[src/rtl/fp32_divider_seq.sv]
// fp32_divider_seq: iterative FP32 divider, one quotient bit per clock.
// Hidden-1 mantissas, truncation, zero result with flag on over/underflow.
module fp32_divider_seq (
    input  logic        clk,
    input  logic        rst_n,
    input  logic        start,
    input  logic [31:0] A,
    input  logic [31:0] B,
    output logic [31:0] out,
    output logic        busy,
    output logic        done,
    output logic        overflow,
    output logic        underflow,
    output logic        div_by_zero
);

    typedef enum logic [1:0] {
        IDLE = 2'd0,
        DIV  = 2'd1,
        NORM = 2'd2
    } state_t;

    state_t      r_state;
    state_t      w_next;

    logic        r_sign;
    logic [7:0]  r_ea;
    logic [7:0]  r_eb;
    logic [24:0] r_mb;
    logic [24:0] r_rem;
    logic [24:0] r_q;
    logic        r_za;
    logic        r_zb;
    logic [4:0]  r_cnt;

    logic [31:0] r_out;
    logic        r_done;
    logic        r_ovf;
    logic        r_unf;
    logic        r_dz;

    logic        w_ge;
    logic [24:0] w_sub;
    logic [9:0]  w_e;
    logic [22:0] w_frac;
    logic        w_ovf;
    logic        w_unf;

    assign w_ge   = (r_rem >= r_mb);
    assign w_sub  = r_rem - r_mb;
    assign w_e    = {2'b00, r_ea} - {2'b00, r_eb}
                  + (r_q[24] ? 10'd127 : 10'd126);
    assign w_frac = r_q[24] ? r_q[23:1] : r_q[22:0];
    // Signed 10-bit exponent: bit 9 set means negative.
    assign w_ovf  = !w_e[9] && (w_e[8:0] >= 9'd255);
    assign w_unf  = w_e[9] || (w_e == 10'd0);

    assign out         = r_out;
    assign done        = r_done;
    assign overflow    = r_ovf;
    assign underflow   = r_unf;
    assign div_by_zero = r_dz;
    assign busy        = (r_state != IDLE);

    // State register.
    always_ff @(posedge clk or negedge rst_n) begin
        if (!rst_n) r_state <= IDLE;
        else        r_state <= w_next;
    end

    // Next-state logic: fixed 25 DIV cycles, then one NORM cycle.
    always_comb begin
        w_next = r_state;
        unique case (r_state)
            IDLE:    if (start) w_next = DIV;
            DIV:     if (r_cnt == 5'd24) w_next = NORM;
            NORM:    w_next = IDLE;
            default: w_next = IDLE;
        endcase
    end

    // Operand capture, restoring iteration and result packing.
    always_ff @(posedge clk or negedge rst_n) begin
        if (!rst_n) begin
            r_sign <= 1'b0;
            r_ea   <= '0;
            r_eb   <= '0;
            r_mb   <= '0;
            r_rem  <= '0;
            r_q    <= '0;
            r_za   <= 1'b0;
            r_zb   <= 1'b0;
            r_cnt  <= '0;
            r_out  <= '0;
            r_done <= 1'b0;
            r_ovf  <= 1'b0;
            r_unf  <= 1'b0;
            r_dz   <= 1'b0;
        end else begin
            r_done <= 1'b0;
            unique case (r_state)
                IDLE: begin
                    if (start) begin
                        r_sign <= A[31] ^ B[31];
                        r_ea   <= A[30:23];
                        r_eb   <= B[30:23];
                        r_rem  <= {2'b01, A[22:0]};
                        r_mb   <= {2'b01, B[22:0]};
                        r_q    <= '0;
                        r_za   <= (A[30:0] == 31'd0);
                        r_zb   <= (B[30:0] == 31'd0);
                        r_cnt  <= '0;
                    end
                end
                DIV: begin
                    if (w_ge) begin
                        r_q   <= {r_q[23:0], 1'b1};
                        r_rem <= {w_sub[23:0], 1'b0};
                    end else begin
                        r_q   <= {r_q[23:0], 1'b0};
                        r_rem <= {r_rem[23:0], 1'b0};
                    end
                    r_cnt <= r_cnt + 5'd1;
                end
                NORM: begin
                    r_done <= 1'b1;
                    r_out  <= '0;
                    r_ovf  <= 1'b0;
                    r_unf  <= 1'b0;
                    r_dz   <= 1'b0;
                    if (r_zb)       r_dz  <= 1'b1;
                    else if (r_za)  r_out <= '0;
                    else if (w_ovf) r_ovf <= 1'b1;
                    else if (w_unf) r_unf <= 1'b1;
                    else            r_out <= {r_sign, w_e[7:0], w_frac};
                end
                default: ;
            endcase
        end
    end

endmodule

[config.mk]
export PLATFORM = sky130hd
export DESIGN_NAME = fp32_divider_seq
export DESIGN_NICKNAME = d
export VERILOG_FILES = /design/src/rtl/fp32_divider_seq.sv
export SDC_FILE = /design/constraint.sdc
export NUM_CORES = 1
export LEC_CHECK = 0
export ABC_AREA = 0
export CORE_ASPECT_RATIO = 1.1
export CORE_MARGIN = 4
export CORE_UTILIZATION = 50
export CTS_CLUSTER_DIAMETER = 60
export DETAILED_ROUTE_END_ITERATION = 8
export HOLD_SLACK_MARGIN = 0.12
export PLACE_DENSITY = 0.73
export SLEW_MARGIN = 10
export SYNTH_ARGS = -nofsm -noshare
export SYNTH_HDL_FRONTEND = slang
export SYNTH_SLANG_ARGS = --single-unit
[constraint.sdc]
create_clock -name clk -period 6.2 [get_ports clk]
set_input_delay 1.24 -clock clk [delete_from_list [all_inputs] [get_ports clk]]
set_output_delay 1.24 -clock clk [all_outputs]
set_load 0.03 [all_outputs]
==> run summary <==
Outcome = finished clean
Ys async rst share = 100%
Top post-synthesis cells by area = dfrtp_1 (42%), nand2_1 (10%), o21ai_0 (6.1%)
Flop pwr share = 23.6%
Min Tclk post-route = 4000 ps
Setup CP Type = flop to flop
Pwr/cell area = 627 nW/µm²
Root Buffer = clkbuf_16
Hold crit path type = flop to flop
Crit path max fanout = 23
Vias in the first global route = 6,730
Placer Congestion = 0.885
Die width = 129 µm
Fin nets = 1,107
Hold Fails Final Rpt = 0
Die ar. = 18,100 µm²
Clk sinks = 136
EDFF count, synth = 0
Main synth FF type = dfrtp_1
Worst-margin pin slew = 906 ps
Avg Inst Size Synth = 8.72 µm²
Endpoints failing setup = 0
Largest net degree at the start of global routing = 91
Crit path DAT = 4290 ps
Via density = 5.63
Initial Util = 50.9%
Final period util = 64.5%
Final Max Slew Viols = 0
Io pins = 104
H-tree depth = 4
Synth Net Count = 1,024
Final WL = 19,500 µm
DRT antenna net count = 0
Synth Warn # = 0
Inserted Diodes = 0
Yosys top cell area share = 42.5%
Hold_buf cts = 0
Dpl hpwl = 13,900 µm
Netlist cell types = 66
Setup WS post-layout = 2200 ps
DRT Pass-1 Iters = 5
Synthesis-to-layout area growth = 21.7%
Clock Pin Slew Worst Setup and Hold Paths = 60 ps
GRT Residual Overflow = 0
Placement Setup Slack = 2260 ps
FILL cells = 1,343
Total track usage = 22.2%
CTS Buf Count = 17
Port Buffers = 103
Synth area leader = dfrtp_1
Clock Path Buffers = 2
Total net switching power = 2.78 mW
Clk Latency, worst-skew pair = 420 ps
Footprint of the multi-input gates = 4210 µm²
Max-Cap Viols = 0
Post-Syn Instances = 919
Clock share of power = 16.5%
RSZ-0062 raised after global routing = no
Synthesized area = 8010 µm²
Avg WL per Cell = 16.1 µm
Share of cells above drive strength 1 = 7.09%
Switching Share = 45.4%
Synth top cells by count = nand2_1 (222), dfrtp_1 (136), o21ai_0 (98)
Internal Power = 3.33 mW
Leak Pwr = 4.27 nW
Count leader, synth = nand2_1
DRC viols = 0
VDD IR max = 0.359 mV
Post-CTS Repair Setup Buffers = 0
Hold_ws = 475 ps
Core Region = 15,700 µm²
Row cnt = 48
Max Clk Rate = 250 MHz
Final TNS setup = 0 ps
CP Capture Type = flop
Post-cts sizing count = 0
Rel. slew slack = 39.6%
First-pass GRT wire length = 32,700 µm
CTS tree = done
Critical Path Start Type = flop
Post-synthesis sequential area ratio = 42.5%
Comb power frac = 60.0%
Register area = 3400 µm²
Final Power = 6.11 mW
Synthesis-stage register bit count = 136
Initial DRC count = 471
Worst EP required = 6480 ps
Final setup skew = 8.27 ps
Die height = 141 µm
Via Count = 6,837
Antenna violations before repair = 0
==> registers in the layout (all words and copies together) (netlist names) <==
name	count
div_by_zero	1
done	1
out	32
overflow	1
r_cnt	5
r_ea	8
r_eb	8
r_mb	24
r_q	25
r_rem	25
r_sign	1
r_state	2
r_za	1
r_zb	1
underflow	1
==> power groups by stage <==
| stage | combinational [mW] | sequential (mW) | clock (mW) |
|---|---|---|---|
| finish | 3.66 | 1.44 | 1.01 |
| global placement | 3.55 | 1.44 | 0 |
| floorplan | 2.89 | 1.41 | 0 |
| CTS | 3.65 | 1.44 | 1.02 |
| detailed placement | 3.61 | 1.45 | 0 |
| global route | 4.11 | 1.48 | 1.06 |
==> final timing paths <==
check	start	depth (start not counted)	endpoint	slack, ps
worst min-delay path	out[12]$_DFFE_PN0P_	2	out[12]$_DFFE_PN0P_	470
worst max register to register	r_ea[0]$_DFFE_PN0P_	14	out[5]$_DFFE_PN0P_	2200
worst max-delay path	r_ea[0]$_DFFE_PN0P_	14	out[5]$_DFFE_PN0P_	2200
max in group asynchronous	rst_n	2	r_ea[1]$_DFFE_PN0P_	4220
min in group asynchronous	rst_n	1	out[27]$_DFFE_PN0P_	870
worst min register to register	out[12]$_DFFE_PN0P_	2	out[12]$_DFFE_PN0P_	470
==> worst max-delay path: stages (launching register included) <==
cell and delay, ps:
dfrtp_1 360, inv_1 80, ha_1 170, inv_1 50, fa_1 410, a21o_1 190
a21o_1 240, xor2_1 530, a211oi_4 130, or3_1 390, a221oi_2 330, a2111oi_2 120
nor2_2 350, buf_4 350, o21ai_0 160
==> logic make-up after synthesis <==
group | synth area share (%)
mux | 5.14
xor+xnor | 2.41
flops | 42.5
simple gates | 19.5
fa+ha+maj | 6.12
compound gates | 19.2
buf+inv | 5.19
==> layer usage <==
metal / global-route usage [%] / wire length, µm / up-vias / share of wire (%)
li1: - / - / 3370 / -
met1: 29.3 / 8730 / 3252 / 45
met2: 37.2 / 9500 / 179 / 49
met3: 4.02 / 877 / 36 / 4.5
met4: 6.80 / 405 / 0 / 2.1
met5: 0 / 0 / - / 0
==> metrics by stage <==
stage | cell area, µm² | instances | utilization, %
after global placement | 9160 | 1183 | 58.2
after detailed placement | 9160 | 1183 | 58.2
final | 9750 | 1215 | 62.0
after CTS | 9750 | 1215 | 62.0
after global routing | 9750 | 1215 | 62.0
after floorplan | 8010 | 919 | -
==> layout make-up <==
cell class / count / area share [%]
clock buffers: 20 / 4.58
clock inverters: 12 / 1.46
inverters: 52 / 2.00
multi-input cells: 683 / 43.2
flip-flops and latches: 136 / 34.9
well taps: 200 / 2.57
repair buffers: 112 / 11.3
==> placed cells by master, fill, tap and decap left out, drive strengths merged, types with 20 or more instances in the layout <==
cell,instances
inv,55
clkdlybuf4s50,102
a21oi,36
dfrtp,136
o21ai,110
and3,20
ha,36
mux2i,40
nor2,22
clkbuf,20
nand2,222
No activity file was read; power rests on OpenSTA's default activity.
